**config.mk**
```make
export PLATFORM = sky130hd
export DESIGN_NAME = if_fetch
export DESIGN_NICKNAME = d
export VERILOG_FILES = /design/src/rtl/fetch_pkg.sv /design/src/rtl/fetch_fifo.sv /design/src/rtl/if_fetch.sv
export SDC_FILE = /design/constraint.sdc
export NUM_CORES = 1
export LEC_CHECK = 0
export BUFFER_PORTS_ARGS = -buffer_cell sky130_fd_sc_hd__buf_2
export CORE_ASPECT_RATIO = 0.9
export CORE_UTILIZATION = 48
export DETAILED_ROUTE_END_ITERATION = 8
export MAX_ROUTING_LAYER = met4
export PLACE_DENSITY = 0.75
export SYNTH_ARGS = -nofsm -noshare
export SYNTH_HDL_FRONTEND = slang
export SYNTH_SLANG_ARGS = --single-unit
```
**constraint.sdc**
```tcl
create_clock -name clk -period 6.3 [get_ports clk]
set_clock_uncertainty 0.05 [all_clocks]
set_input_delay 0.63 -clock clk [delete_from_list [all_inputs] [get_ports clk]]
set_output_delay 0.63 -clock clk [all_outputs]
set_load 0.1 [all_outputs]
```
**src/rtl/fetch_pkg.sv**
```systemverilog
// rtl/fetch_pkg.sv - shared types and default widths for the instruction-fetch stage
package fetch_pkg;

  localparam int FETCH_ADDR_W = 32;
  localparam int FETCH_DATA_W = 32;

  // IDLE: nothing outstanding; REQ: outstanding, keep data; DRAIN: outstanding, drop data
  typedef enum logic [1:0] {
    IDLE  = 2'd0,
    REQ   = 2'd1,
    DRAIN = 2'd2
  } fetch_state_e;

  typedef struct packed {
    logic [FETCH_ADDR_W-1:0] pc;
    logic [FETCH_DATA_W-1:0] inst;
  } fetch_entry_t;

endpackage

```
**src/rtl/fetch_fifo.sv**
```systemverilog
// rtl/fetch_fifo.sv - small power-of-two fetch buffer with flush clear
module fetch_fifo
  import fetch_pkg::*;
#(
  parameter int DEPTH = 2,
  parameter int WIDTH = FETCH_ADDR_W + FETCH_DATA_W,
  localparam int PW = $clog2(DEPTH),
  localparam int CW = PW + 1
) (
  input  logic             clk,
  input  logic             rst,
  input  logic             push_i,
  input  logic [WIDTH-1:0] push_data_i,
  input  logic             pop_i,
  input  logic             clear_i,
  output logic [CW-1:0]    count_o,
  output logic             full_o,
  output logic             empty_o,
  output logic [WIDTH-1:0] head_o
);

  logic [WIDTH-1:0] mem_q [DEPTH];
  logic [PW-1:0]    wr_ptr_q, wr_ptr_d;
  logic [PW-1:0]    rd_ptr_q, rd_ptr_d;
  logic [CW-1:0]    count_q, count_d;
  logic             pop_ok;

  assign pop_ok  = pop_i & ~empty_o;
  assign count_o = count_q;
  assign full_o  = (count_q == CW'(DEPTH));
  assign empty_o = (count_q == '0);
  assign head_o  = mem_q[rd_ptr_q];

  // Pointer/count next state; clear wins over push and pop, pointers wrap naturally
  always_comb begin
    wr_ptr_d = wr_ptr_q;
    rd_ptr_d = rd_ptr_q;
    count_d  = count_q;
    if (clear_i) begin
      wr_ptr_d = '0;
      rd_ptr_d = '0;
      count_d  = '0;
    end else begin
      if (push_i) wr_ptr_d = wr_ptr_q + PW'(1);
      if (pop_ok) rd_ptr_d = rd_ptr_q + PW'(1);
      count_d = count_q + CW'(push_i) - CW'(pop_ok);
    end
  end

  // Storage and pointer registers; reset also zeroes storage so the head reads 0
  always_ff @(posedge clk) begin
    if (rst) begin
      wr_ptr_q <= '0;
      rd_ptr_q <= '0;
      count_q  <= '0;
      for (int i = 0; i < DEPTH; i++) mem_q[i] <= '0;
    end else begin
      wr_ptr_q <= wr_ptr_d;
      rd_ptr_q <= rd_ptr_d;
      count_q  <= count_d;
      if (push_i && !clear_i) mem_q[wr_ptr_q] <= push_data_i;
    end
  end

endmodule

```
**src/rtl/if_fetch.sv**
```systemverilog
// rtl/if_fetch.sv - instruction fetch: PC accept, single-outstanding imem read, decode buffer
module if_fetch
  import fetch_pkg::*;
#(
  parameter int ADDR_W = FETCH_ADDR_W,
  parameter int DATA_W = FETCH_DATA_W,
  parameter int DEPTH  = 2
) (
  input  logic              clk,
  input  logic              rst,
  input  logic [ADDR_W-1:0] pc_i,
  input  logic              ce_i,
  output logic              pc_stall,
  output logic              imem_req,
  output logic [ADDR_W-1:0] imem_addr,
  input  logic              imem_ack,
  input  logic [DATA_W-1:0] imem_rdata,
  input  logic              flush,
  output logic              id_valid,
  input  logic              id_ready,
  output logic [ADDR_W-1:0] id_pc,
  output logic [DATA_W-1:0] id_inst
);

  localparam int CW = $clog2(DEPTH) + 1;

  fetch_state_e             state_q, state_d;
  logic [ADDR_W-1:0]        addr_q, addr_d;
  logic [CW-1:0]            fifo_count;
  logic [CW-1:0]            count_nxt;
  logic                     fifo_full, fifo_empty;
  logic                     push, pop, room, accept;
  logic [ADDR_W+DATA_W-1:0] fifo_head;

  // State and latched request address
  always_ff @(posedge clk) begin
    if (rst) begin
      state_q <= IDLE;
      addr_q  <= '0;
    end else begin
      state_q <= state_d;
      addr_q  <= addr_d;
    end
  end

  // Next state: back-to-back reissue on ack+accept, flush turns an open request into DRAIN
  always_comb begin
    state_d = state_q;
    addr_d  = addr_q;
    if (accept) addr_d = pc_i;
    unique case (state_q)
      IDLE:    if (accept) state_d = REQ;
      REQ: begin
        if (imem_ack)   state_d = accept ? REQ : IDLE;
        else if (flush) state_d = DRAIN;
      end
      DRAIN:   if (imem_ack) state_d = IDLE;
      default: state_d = IDLE;
    endcase
  end

  // Outputs and handshakes; the completing request already owns a slot, so count_nxt includes it
  always_comb begin
    imem_req  = (state_q != IDLE);
    pop       = ~fifo_empty & id_ready;
    push      = (state_q == REQ) & imem_ack & ~flush;
    count_nxt = fifo_count - CW'(pop) + CW'(push);
    room      = (state_q == IDLE) ? (~fifo_full | pop) : (count_nxt < CW'(DEPTH));
    accept    = ce_i & ~flush & room & ((state_q == IDLE) | ((state_q == REQ) & imem_ack));
    pc_stall  = ce_i & ~accept;
  end

  assign imem_addr = addr_q;
  assign id_valid  = ~fifo_empty;
  assign id_pc     = fifo_head[DATA_W +: ADDR_W];
  assign id_inst   = fifo_head[DATA_W-1:0];

  fetch_fifo #(
    .DEPTH (DEPTH),
    .WIDTH (ADDR_W + DATA_W)
  ) u_fifo (
    .clk         (clk),
    .rst         (rst),
    .push_i      (push),
    .push_data_i ({addr_q, imem_rdata}),
    .pop_i       (pop),
    .clear_i     (flush),
    .count_o     (fifo_count),
    .full_o      (fifo_full),
    .empty_o     (fifo_empty),
    .head_o      (fifo_head)
  );

endmodule

```
==> reports/results.tsv, run 1 <==
stage	metric	value	unit
worst_setup_path	reg2reg_setup_slack	3470	ps
finish	antenna_cells	0	
floorplan	dieArea	15300	µm²
finish	syn2layout_area_growth	22.1	%
timing	fmax	292	MHz
worst_setup_path	crit_fanout	3	
timing	slew_viol_final	0	
yosys	synth.ff_latch_count	167	
clocking	cts_num_sinks	167	
pwr	cellPowerDensity	297	nW/µm²
yosys	syn_inst	520	
route	drtAntennaViolNets	0	
placement	gp_congestion	0.740	
finish	nets	754	
yosys	ys.flop_type	edfxtp_1	
route	drc	0	
yosys	ys_warn_count	0	
placement	dp_hpwl	8640	µm
pwr	fin_total_pwr	2570	µW
min_path	min_path_cells	2	
floorplan	core	14300	µm²
worst_setup_path	cp-start-kind	flip-flop	
floorplan	dieWidth	130	µm
placement	port_buffers	168	
worst_setup_path	r2r-end	imem_addr[13]	
worst_setup_path	startpoint	u_fifo.count_o[1]	
clocking	clock_path_buffers	2	
pwr	power_leakage	0.00381	µW
timing	fin_tns_setup	0	ps
worst_setup_path	endpoint	pc_stall	
min_path	hp-start	rst	
yosys	yosysMostFrequentCell	and2_1	
worst_setup_path	rr_worst_depth	9	
floorplan	num_rows	41	
timing	tightestPinTransition	1080	ps
timing	fin_crit	3430	ps
clocking	cts_resized	0	
route	wire_per_inst	15.8	µm
pwr	irDropWorstVdd	0.000216	V
global_route	grt_pass1_vias	4332	
yosys	synth_seq_area_share	65.1	%
yosys	synth_common_cells	129 x and2_1, 128 x edfxtp_1, 66 x nand2_1, 65 x mux2_2, 39 x dfxtp_1	
min_path	hold_class	in2reg	
worst_setup_path	reg2reg_from	u_fifo.count_o[1]	
timing	period_share	54.5	%
yosys	ys_async_sr_fraction	0	%
clocking	post_cts_buffers	0	
outcome	run_status	finished clean	
clocking	clkTransAtPathRegs	60	ps
pwr	p_switching	725	µW
timing	slew_headroom	28.1	%
clocking	clk_latency	420	ps
timing	rsz0062_at_grt	no	
global_route	antenna_found_initial	0	
route	drt_iter0_markers	142	
yosys	netlist.area_leader.share	54.1	%
pwr	internal_power	1850	µW
clocking	h-tree-depth	4	
pwr	p_clk_share	37.8	%
yosys	synth_area_leaders	edfxtp_1 54%, and2_1 11%, dfxtp_1 11%, mux2_2 10%, mux2i_1 4.5%	
worst_setup_path	end_kind	primary output	
worst_setup_path	critPathKind	reg2out	
yosys	synth_nets	592	
pwr	seq_power_share	48.3	%
worst_setup_path	arrival	2750	ps
finish	final_layout_size_suffix_gt1_share	40.3	%
clocking	cts_inserted_buffers	17	
floorplan	io_pins	169	
global_route	overflow	0	
pwr	pwr-share-comb	13.9	%
finish	fin_area	8670	µm²
placement	dpl_cell_area	8110	µm²
route	routed_wirelength	14000	µm
floorplan	start_util	49.8	%
global_route	track_usage	19.2	%
timing	hold_viol	0	
timing	setup_violations	0	
route	vias	4367	
clocking	cts-root-buf	clkbuf_16	
yosys	syn_avg_cell_area	13.7	µm²
yosys	synth.distinct_cells	27	
route	vias_per_cell	4.92	
global_route	grt_max_degree	69	
yosys	synth_edf_count	128	
floorplan	die_h	117	µm
clocking	cts_tree	built	
global_route	grt_pass1_wl	21300	µm
pwr	switching_share	28.2	%
job	maxCapViolCount	0	
clocking	hold_buffers	0	
yosys	netlist_area	7110	µm²
route	dr.pass1.iters	5	
yosys	synth.largest_area_cell	edfxtp_1	
worst_setup_path	cp.required	5620	ps
[metal layers]
| layer | share of wire, % | GRT usage [%] |
|---|---|---|
| met5 | 0 | - |
| met2 | 48 | 30.2 |
| met1 | 45 | 23.6 |
| met4 | 1.3 | 6.98 |
| met3 | 6.1 | 5.25 |
[worst min path at each step]
stage / slack, ps / endpoint
after global placement: 420 / imem_addr[7]
after detailed placement: 420 / imem_addr[7]
after floorplan: 430 / flip-flop
after global routing: 370 / state_q[1]
after CTS: 350 / state_q[1]
final: 370 / state_q[1]
[flip-flops by register name, summed over array words and instances, names as in the netlist, named ones only]
signal and flops:
u_fifo.mem_q 128, state_q 2, u_fifo.count_o 2, u_fifo.wr_ptr_q 1
u_fifo.rd_ptr_q 1, imem_addr 32
[critical path, stage by stage, from the launching register on]
cell and delay [ps]:
dfxtp_1 320, or2_2 310, and2_1 190, ha_1 270, inv_1 40, ha_1 190
xor3_1 240, o22ai_2 120, a21boi_0 200, buf_2 450
[logic make-up (layout without fill, tap and decap cells)]
logic type | count (synthesis) | in the layout | synth area share [%]
flops | 167 | 167 | 65.1
xor+xnor | 3 | 3 | 0.581
buf+inv | 35 | 210 | 2.29
simple gates | 212 | 212 | 16.4
compound gates | 4 | 4 | 0.458
mux | 97 | 97 | 14.8
fa+ha+maj | 2 | 2 | 0.352
[placed cells by master (no fill, tap or decap), types with 2 or more instances in the layout]
cell | netlist | routed
buf_2 | 6 | 168
and2_1 | 129 | 129
edfxtp_1 | 128 | 128
nand2_1 | 66 | 66
mux2_2 | 65 | 65
dfxtp_1 | 39 | 38
mux2i_1 | 32 | 32
clkbuf_16 | 0 | 17
nor2_1 | 5 | 5
clkbuf_8 | 0 | 5
buf_4 | 0 | 5
inv_1 | 5 | 4
clkinv_4 | 0 | 3
or2_2 | 3 | 2
nor3b_1 | 2 | 2
xnor2_1 | 2 | 2
and3_1 | 2 | 2
ha_1 | 2 | 2
clkinv_2 | 0 | 2
inv_4 | 0 | 2
[stage by stage]
stage | hold WS [ps] | std cells | setup slack [ps] | util [%]
2_1_floorplan | 431 | 520 | 123 | -
6_report | 367 | 888 | 2870 | 60.8
4_1_cts | 351 | 888 | 2850 | 60.8
3_3_place_gp | 416 | 856 | 2940 | 56.9
5_1_grt | 367 | 888 | 2770 | 60.8
3_5_place_dp | 420 | 856 | 2810 | 56.9
[area by class of cell]
type                            instances  area [µm²]
Fill cell                            1183        5590
Clock inverter                          9        65.1
Sequential cell                       167        4630
Clock buffer                           23         498
Tap cell                              193         241
Multi-Input combinational cell        318        2350
Timing Repair Buffer                  173         878
Inverter                                5        18.8
[power by group through the flow]
stage / sequential, µW / combinational, µW / clock (µW)
2_1_floorplan: 1340 / 209 / 0
3_3_place_gp: 1260 / 355 / 0
3_5_place_dp: 1270 / 359 / 0
4_1_cts: 1240 / 360 / 988
5_1_grt: 1250 / 372 / 1020
6_report: 1240 / 357 / 973
Note: power is estimated with default switching activity, not from simulation.
==> run 2, diff against run 1 <==
- CORE_UTILIZATION: 48 -> 54
- PLACE_DENSITY: 0.75 -> 0.8
- clock period: 6.3 -> 3.45 ns (I/O delays scaled with it)
==> reports/results.tsv, run 2 (synthesis results as in run 1) <==
stage	metric	value	unit	change
pwr	irDropWorstVdd	0.000329	V	+52%
worst_setup_path	critPathKind	reg2out		
worst_setup_path	cp-start-kind	flip-flop		
floorplan	io_pins	169		unchanged
route	dr.pass1.iters	4		-1
finish	regMostFlops	u_fifo.mem_q		
route	vias	4399		+0.73%
timing	fmax	326	MHz	
clocking	clkTransAtPathRegs	60	ps	about the same
min_path	hold_class	in2reg		
global_route	track_usage	22.4	%	+3.2 points
timing	tightestPinTransition	1140	ps	+63.6 ps
floorplan	dieWidth	123	µm	-5.6%
placement	gp_congestion	0.760		+2.6%
placement	port_buffers	168		unchanged
clocking	cts_tree	built		
worst_setup_path	cp_cell_sequence	or2_2 -> and2_1 -> ha_1 -> inv_1 -> ha_1 -> xor3_1 -> o22ai_2 -> a21boi_2 -> buf_2		
worst_setup_path	crit_slowest_cell	buf_2		
clocking	cts_num_sinks	167		unchanged
clocking	h-tree-depth	4		unchanged
finish	final_cell_mix	168 x buf_2, 129 x and2_1, 128 x edfxtp_1		
finish	n_fill_cell	943		-20%
finish	nets	756		+0.27%
finish	fin_area	8680	µm²	about the same
route	routed_wirelength	14000	µm	-0.24%
floorplan	die_h	111	µm	-5.6%
finish	final_layout_size_suffix_gt1_share	39.7	%	-0.55 points
finish	antenna_cells	0		unchanged
worst_setup_path	cp.required	3050	ps	-2570 ps
worst_setup_path	arrival	2670	ps	-80 ps
pwr	power_leakage	0.00383	µW	+0.33%
pwr	fin_total_pwr	4760	µW	+85%
clocking	clock_path_buffers	2		unchanged
finish	largest_reg_flops	128		unchanged
global_route	overflow	0		unchanged
pwr	cellPowerDensity	548	nW/µm²	+85%
worst_setup_path	end_kind	primary output		
clocking	hold_buffers	0		unchanged
route	vias_per_cell	5.11		+3.9%
global_route	grt_pass1_vias	4522		+4.4%
worst_setup_path	cp_num_buf_inv	2		unchanged
route	wire_per_inst	16.2	µm	+2.9%
floorplan	num_rows	39		-4.9%
route	drc	0		unchanged
timing	setup_violations	0		unchanged
worst_setup_path	cpPeakStageDelay	430	ps	-20 ps
clocking	cts-root-buf	clkbuf_16		
floorplan	dieArea	13600	µm²	-11%
route	drt_iter0_markers	178		+25%
timing	hold_viol	0		unchanged
timing	slew_viol_final	0		unchanged
clocking	cts_inserted_buffers	17		unchanged
timing	fin_crit	3070	ps	
floorplan	core	12800	µm²	-10%
finish	syn2layout_area_growth	22.2	%	about the same
timing	slew_headroom	24.0	%	-4.1 points
worst_setup_path	crit_family	simple AND/OR/NAND/NOR gates		
worst_setup_path	worst_path_most_repeated_cell	ha_1		
clocking	clk_latency	420	ps	about the same
job	maxCapViolCount	0		unchanged
timing	period_share	88.9	%	
global_route	grt_pass1_wl	22000	µm	+3.0%
floorplan	start_util	55.6	%	+5.8 points
global_route	grt_max_degree	68		-1.4%
timing	rsz0062_at_grt	no		
finish	utilization	67.9	%	+7.1 points
route	drtAntennaViolNets	0		unchanged
global_route	antenna_found_initial	0		unchanged
clocking	post_cts_buffers	0		unchanged
worst_setup_path	crit_fanout	3		unchanged
placement	dp_hpwl	8900	µm	+3.0%
placement	dpl_cell_area	8110	µm²	about the same
outcome	run_status	finished clean		
finish	final_common_cell	buf_2		
clocking	cts_resized	0		unchanged
timing	fin_tns_setup	0	ps	unchanged
==> run 2: cell count changes in the layout (fill, tap and decap cells not counted), moves of 2 or more <==
cell,delta
bufinv_16,+2
clkbuf_1,+4
clkbuf_8,-4
clkinv_1,+2
clkinv_4,-3
==> run 2: per-layer routing <==
metal  track usage (%)  routed length (µm)  share of wire, %
met2              36.2                6860                49
met3              5.35                 809               5.8
met5                 -                   0                 0
met1              27.0                6160                44
met4              8.86                 160               1.1
==> run 2: power by group <==
part,internal (µW),switching (µW),leakage (µW),total (µW)
clock,1120,712,0.000279,1830
sequential,2240,33.9,0.00164,2270
combinational,121,534,0.00191,654
total,3480,1280,0.00383,4760
==> run 2: worst register-to-register path: cells and delay by family (launching register included) <==
| family | cells | cell delay (ps) |
|---|---|---|
| and+or+nand+nor | 3 | 1000 |
| adders and majority gates | 2 | 420 |
| muxes | 1 | 350 |
| DFF | 1 | 320 |
| AOI/OAI and AO/OA | 1 | 270 |
| xor gates and xnor gates | 1 | 250 |
| buffers and inverters | 1 | 60 |
==> run 2: path summary, 6_finish.rpt <==
kind / from / to / slack, ps / cells past startpoint
worst min register to register: imem_addr[27] / imem_addr[27] / 430 / 2
worst min-delay path: imem_ack / state_q[1] / 90 / 2
worst max register to register: u_fifo.count_o[1] / imem_addr[8] / 650 / 9
worst max-delay path: u_fifo.count_o[1] / pc_stall / 380 / 9
==> run 2: cell type report <==
type | count | area, µm² | share of cell area, %
sequential | 167 | 4630 | 53.3
multi-input combinational | 318 | 2350 | 27.1
timing repair buffer | 175 | 906 | 10.4
clock buffer | 24 | 483 | 5.56
tap | 164 | 205 | 2.36
clock inverter | 8 | 92.6 | 1.07
inverter | 5 | 18.8 | 0.216
==> run 2: stage by stage <==
step           hold slack [ps]  cells  worst slack (ps)
5_1_grt                   73.9    861               275
6_report                  85.8    861               383
3_5_place_dp               427    829               654
3_3_place_gp               414    829               782
4_1_cts                   71.9    861               362
2_1_floorplan              371    520               276
